$ cat src/rtl/rcn_slave_if.sv
// rtl/rcn_slave_if.sv - local access port between rcn_slave and its peripheral
interface rcn_slave_if;
  logic        cs;
  logic        wr;
  logic [3:0]  mask;
  logic [21:0] addr;
  logic [31:0] wdata;
  logic        ack;
  logic [31:0] rdata;
  logic        tmo;

  modport master (
    output cs, wr, mask, addr, wdata, tmo,
    input  ack, rdata
  );

  modport slave (
    input  cs, wr, mask, addr, wdata, tmo,
    output ack, rdata
  );
endinterface

$ cat src/rtl/rcn_slave.sv
// rtl/rcn_slave.sv - rcn ring responder: claims window hits, runs one local access, injects the response
// Optional ack timeout enabled by defining RCN_SLAVE_TIMEOUT_EN.
module rcn_slave #(
  parameter logic [21:0] ADDR_BASE = 22'h010000,
  parameter logic [21:0] ADDR_MASK = 22'h3F0000
`ifdef RCN_SLAVE_TIMEOUT_EN
  , parameter int unsigned TIMEOUT = 255
`endif
) (
  input  logic        clk,
  input  logic        rst,
  input  logic [66:0] i_rcn_in,
  output logic [66:0] o_rcn_out,
  rcn_slave_if.master bus
);
  typedef enum logic [1:0] {S_IDLE, S_ACCESS, S_RESPOND} state_t;

  state_t      r_state;
  logic [66:0] r_rin;
  logic [66:0] r_rout;
  logic [66:0] r_hold;
  logic        r_cs;
  logic        w_hit;
  logic        w_my_req;
  logic        w_expire;

  // Ring layout: {valid, pending, wr, id[5:0], seq[1:0], we[3:0], addr[21:2], data[31:0]}
  assign w_hit    = (({r_rin[51:32], 2'b00}) & ADDR_MASK) == (ADDR_BASE & ADDR_MASK);
  assign w_my_req = r_rin[66] & r_rin[65] & w_hit;

`ifdef RCN_SLAVE_TIMEOUT_EN
  logic [15:0] r_cnt;
  logic        r_tmo;

  assign w_expire = (r_state == S_ACCESS) && !bus.ack && (r_cnt == 16'(TIMEOUT - 1));
  assign bus.tmo  = r_tmo;

  // Counter sits at zero outside ACCESS, so it is already cleared on entry.
  always_ff @(posedge clk or posedge rst) begin
    if (rst) begin
      r_cnt <= '0;
      r_tmo <= 1'b0;
    end else begin
      r_tmo <= w_expire;
      if ((r_state == S_ACCESS) && !bus.ack)
        r_cnt <= r_cnt + 16'd1;
      else
        r_cnt <= '0;
    end
  end
`else
  assign w_expire = 1'b0;
  assign bus.tmo  = 1'b0;
`endif

  always_ff @(posedge clk or posedge rst) begin
    if (rst) begin
      r_state <= S_IDLE;
      r_rin   <= '0;
      r_rout  <= '0;
      r_hold  <= '0;
      r_cs    <= 1'b0;
    end else begin
      r_rin  <= i_rcn_in;
      r_rout <= r_rin;
      case (r_state)
        S_IDLE: begin
          if (w_my_req) begin
            r_hold  <= r_rin;
            r_rout  <= '0;
            r_cs    <= 1'b1;
            r_state <= S_ACCESS;
          end
        end
        S_ACCESS: begin
          // Our own requests arriving now recirculate untouched via the default pass.
          if (bus.ack || w_expire) begin
            if (!r_hold[64])
              r_hold[31:0] <= bus.ack ? bus.rdata : 32'hDEAD_BEEF;
            r_hold[65] <= 1'b0;
            r_cs       <= 1'b0;
            r_state    <= S_RESPOND;
          end
        end
        S_RESPOND: begin
          if (!r_rin[66]) begin
            r_rout  <= r_hold;
            r_state <= S_IDLE;
          end
        end
        default: r_state <= S_IDLE;
      endcase
    end
  end

  assign o_rcn_out = r_rout;
  assign bus.cs    = r_cs;
  assign bus.wr    = r_hold[64];
  assign bus.mask  = r_hold[55:52];
  assign bus.addr  = {r_hold[51:32], 2'b00};
  assign bus.wdata = r_hold[31:0];
endmodule

$ cat src/flat_wrapper.sv
// flat-port wrapper written by rule: the top's interface ports become plain ports
module rcn_slave_flat 
#(
  parameter logic [21:0] ADDR_BASE = 22'h010000,
  parameter logic [21:0] ADDR_MASK = 22'h3F0000

)
  (clk, rst, i_rcn_in, o_rcn_out, bus_cs, bus_wr, bus_mask, bus_addr, bus_wdata, bus_tmo, bus_ack, bus_rdata);
  rcn_slave_if bus_i ();
  input  logic clk;
  input  logic rst;
  input  logic [66:0] i_rcn_in;
  output logic [66:0] o_rcn_out;
  output wire logic [$bits(bus_i.cs)-1:0] bus_cs;
  output wire logic [$bits(bus_i.wr)-1:0] bus_wr;
  output wire logic [$bits(bus_i.mask)-1:0] bus_mask;
  output wire logic [$bits(bus_i.addr)-1:0] bus_addr;
  output wire logic [$bits(bus_i.wdata)-1:0] bus_wdata;
  output wire logic [$bits(bus_i.tmo)-1:0] bus_tmo;
  input wire logic [$bits(bus_i.ack)-1:0] bus_ack;
  input wire logic [$bits(bus_i.rdata)-1:0] bus_rdata;
  assign bus_cs = bus_i.cs;
  assign bus_wr = bus_i.wr;
  assign bus_mask = bus_i.mask;
  assign bus_addr = bus_i.addr;
  assign bus_wdata = bus_i.wdata;
  assign bus_tmo = bus_i.tmo;
  assign bus_i.ack = bus_ack;
  assign bus_i.rdata = bus_rdata;
  rcn_slave #(.ADDR_BASE(ADDR_BASE), .ADDR_MASK(ADDR_MASK)) u_core (.clk(clk), .rst(rst), .i_rcn_in(i_rcn_in), .o_rcn_out(o_rcn_out), .bus(bus_i));
endmodule
$ cat config.mk
export PLATFORM = sky130hd
export DESIGN_NAME = rcn_slave_flat
export DESIGN_NICKNAME = d
export VERILOG_FILES = /design/src/rtl/rcn_slave_if.sv /design/src/rtl/rcn_slave.sv /design/src/flat_wrapper.sv
export SDC_FILE = /design/constraint.sdc
export NUM_CORES = 1
export LEC_CHECK = 0
export CORE_MARGIN = 3
export CORE_UTILIZATION = 44
export DETAILED_ROUTE_END_ITERATION = 6
export PLACE_DENSITY = 0.89
export SYNTH_ARGS = -nofsm -noshare
export SYNTH_HDL_FRONTEND = slang
export SYNTH_SLANG_ARGS = --single-unit
$ cat constraint.sdc
create_clock -name clk -period 6.6 [get_ports clk]
set_input_delay 0.99 -clock clk [delete_from_list [all_inputs] [get_ports clk]]
set_output_delay 0.99 -clock clk [all_outputs]
set_load 0.005 [all_outputs]
==> impl_metrics.json <==
{
  "area_growth_pct": 33.3,
  "vias_per_cell": 5.50,
  "fin_skew_ns": 0.0169,
  "start_kind": "flip-flop",
  "ioPinCount": 230,
  "core.rowCount": 49,
  "final_util": 0.609,
  "finalInstanceArea_sq_mm": 0.0111,
  "die_area_sq_mm": 0.0207,
  "drv_cap": 0,
  "placed_cell_area_sq_mm": 0.0103,
  "wl_met1_um": 8350,
  "synthTopCellsByArea": "dfrtp_1, mux2_2, buf_4",
  "firstDrtPassIters": 5,
  "power_switching_mw": 0.720,
  "die_h_um": 144,
  "cts_made_buffers": 22,
  "pwr-share-comb": 0.116,
  "grt_pass1_wl_um": 33500,
  "wl_per_cell_um": 19.6,
  "wl_met3_um": 1700,
  "vias": 5960,
  "synth_edf_count": 0,
  "cts_resized": 0,
  "dp_cells": 1044,
  "top_layer_used": "met4",
  "overflow": 0,
  "grt_max_degree": 148,
  "synth_flop_cell": "dfrtp_1",
  "min_period_ns": 3.02,
  "yosysTopAreaCellShare": 0.612,
  "start_util": 0.457,
  "cts.clk_slew.worst_paths_ns": 0.07,
  "hp-class": "reg2reg",
  "ys_seq_area_frac": 0.612,
  "insertedDiodeCount": 0,
  "clockBufferDepth": 3,
  "fin_cells": 1084,
  "cts_max_level": 1,
  "syn_area_per_cell_sq_um": 12.1,
  "insertion_delay_ns": 0.51,
  "yosysMostFrequentCell": "dfrtp_1",
  "cts-root-buf": "clkbuf_16",
  "ys_ff_latch": 204,
  "setup_tns_ns": 0,
  "antenna_found_initial": 0,
  "dr.first_iter.drc_count": 293,
  "grt_use_total": 0.203,
  "intPower_mw": 2.38,
  "status": "completed",
  "dp.final_hpwl_um": 13200,
  "slew_viol_final": 0,
  "synth_common_cells": "dfrtp_1, nand2_1, buf_4, o21ai_0, a22oi_1",
  "syn_inst": 687,
  "fin_nets": 941,
  "cts.hold.buffers_added": 0,
  "cts_setup_buffers": 0,
  "tritoncts": "yes",
  "setup_viol": 0,
  "crit_type": "reg2reg",
  "p_sw_frac": 0.232,
  "rsz0062_at_grt": "false",
  "drive_gt1_frac": 0.123,
  "io_buffers": 226,
  "first_global_vias": 6108,
  "crit_fanout": 36,
  "cts_sinks": 204,
  "fin_crit_sh": 0.457,
  "power_density_mw_per_mm2": 279,
  "tightest_slew_ns": 1.13,
  "yosysWarnings": 0,
  "fmax_mhz": 332,
  "drcViolationCount": 0,
  "dr_wl_met2_um": 10600,
  "gp_congestion": 0.786,
  "max-slew-margin-rel": 0.243,
  "critPathCaptureType": "flip-flop",
  "synthDistinctLibCells": 27,
  "hold_violations": 0,
  "yosys.area.top_type": "dfrtp_1",
  "antenna_left": 0,
  "leakage_nw": 4.75,
  "core_area_sq_mm": 0.0183,
  "arrival_ns": 3.39,
  "power_frac_clock": 0.421,
  "drt_wl_total_um": 21200,
  "netlist_area_sq_mm": 0.00835,
  "async_flop_share": 1.00,
  "crit_required_ns": 6.97,
  "p_seq_frac": 0.463,
  "ir_worst_vdd_v": 0.000174,
  "die_w_um": 144
}
[cell usage in the layout, fill, tap and decap left out, types with 5 or more instances in the layout]
cell type / instances
nand3b_1: 33
nand2_1: 64
o41ai_1: 32
mux2_1: 21
nor2b_1: 6
inv_1: 33
mux2_2: 43
clkinv_2: 5
dfrtp_1: 203
buf_4: 11
a22oi_1: 61
clkdlybuf4s50_1: 226
clkbuf_16: 22
o21ai_0: 62
[state kept, by name (all words and copies together), names as in the netlist]
| name | count |
|---|---|
| u_core.o_rcn_out | 67 |
| u_core.bus.cs | 1 |
| u_core.r_hold | 67 |
| u_core.r_rin | 67 |
| u_core.r_state | 2 |
[kinds of logic (layout without fill, tap and decap cells)]
kind of cell,Yosys count,after routing,synth area share
muxes,64,64,0.0863
buffers and inverters,145,311,0.0958
AOI/OAI and AO/OA,160,160,0.133
and+or+nand+nor,113,113,0.0733
DFF,204,204,0.612
other,1,3,0.000449
[metrics by stage]
stage | setup slack [ns] | power [mW] | hold WS, ns
3_3_place_gp | 3.53 | 1.81 | 0.448
5_1_grt | 3.49 | 3.23 | 0.514
3_5_place_dp | 3.48 | 1.82 | 0.479
6_report | 3.58 | 3.10 | 0.484
4_1_cts | 3.60 | 3.13 | 0.494
2_1_floorplan | 0.0426 | 1.62 | 0.431
[layer usage]
layer	GRT usage	vias up
li1	-	2663
met1	0.267	3008
met2	0.340	251
met3	0.0463	38
met4	0.0595	0
met5	0	-
[power groups by stage]
stage          sequential (mW)  combinational [mW]  clock [mW]
5_1_grt                   1.45               0.391        1.39
6_report                  1.44               0.360        1.31
3_3_place_gp              1.45               0.353           0
2_1_floorplan             1.43               0.185           0
3_5_place_dp              1.46               0.364           0
4_1_cts                   1.44               0.367        1.33
[final cells by class]
cell class,count,area (sq um)
Clock buffer,23,564
Clock inverter,17,219
Fill cell,1403,7140
Inverter,34,135
Multi-Input combinational cell,340,2470
Sequential cell,204,5110
Tap cell,229,287
Timing Repair Buffer,237,2340
[path summary, 6_finish.rpt]
path	start	endpoint	slack, ns	cells after the start
setup / recovery	u_core.r_rin[49]	u_core.r_hold[41]	3.58	5
hold / removal	u_core.r_hold[66]	u_core.r_hold[66]	0.48	1
setup reg to reg	u_core.r_rin[49]	u_core.r_hold[41]	3.58	5
hold reg to reg	u_core.r_hold[66]	u_core.r_hold[66]	0.48	1
max in group asynchronous	rst	u_core.r_rin[9]	4.23	3
min in group asynchronous	rst	u_core.r_rin[61]	1.07	2
[critical path: stages, from the launching register on]
cell	delay [ns]
dfrtp_1	0.38
or4_2	0.67
buf_4	0.31
nor4_4	0.62
buf_4	0.48
mux2_1	0.40
No activity file was read; power rests on OpenSTA's default activity.
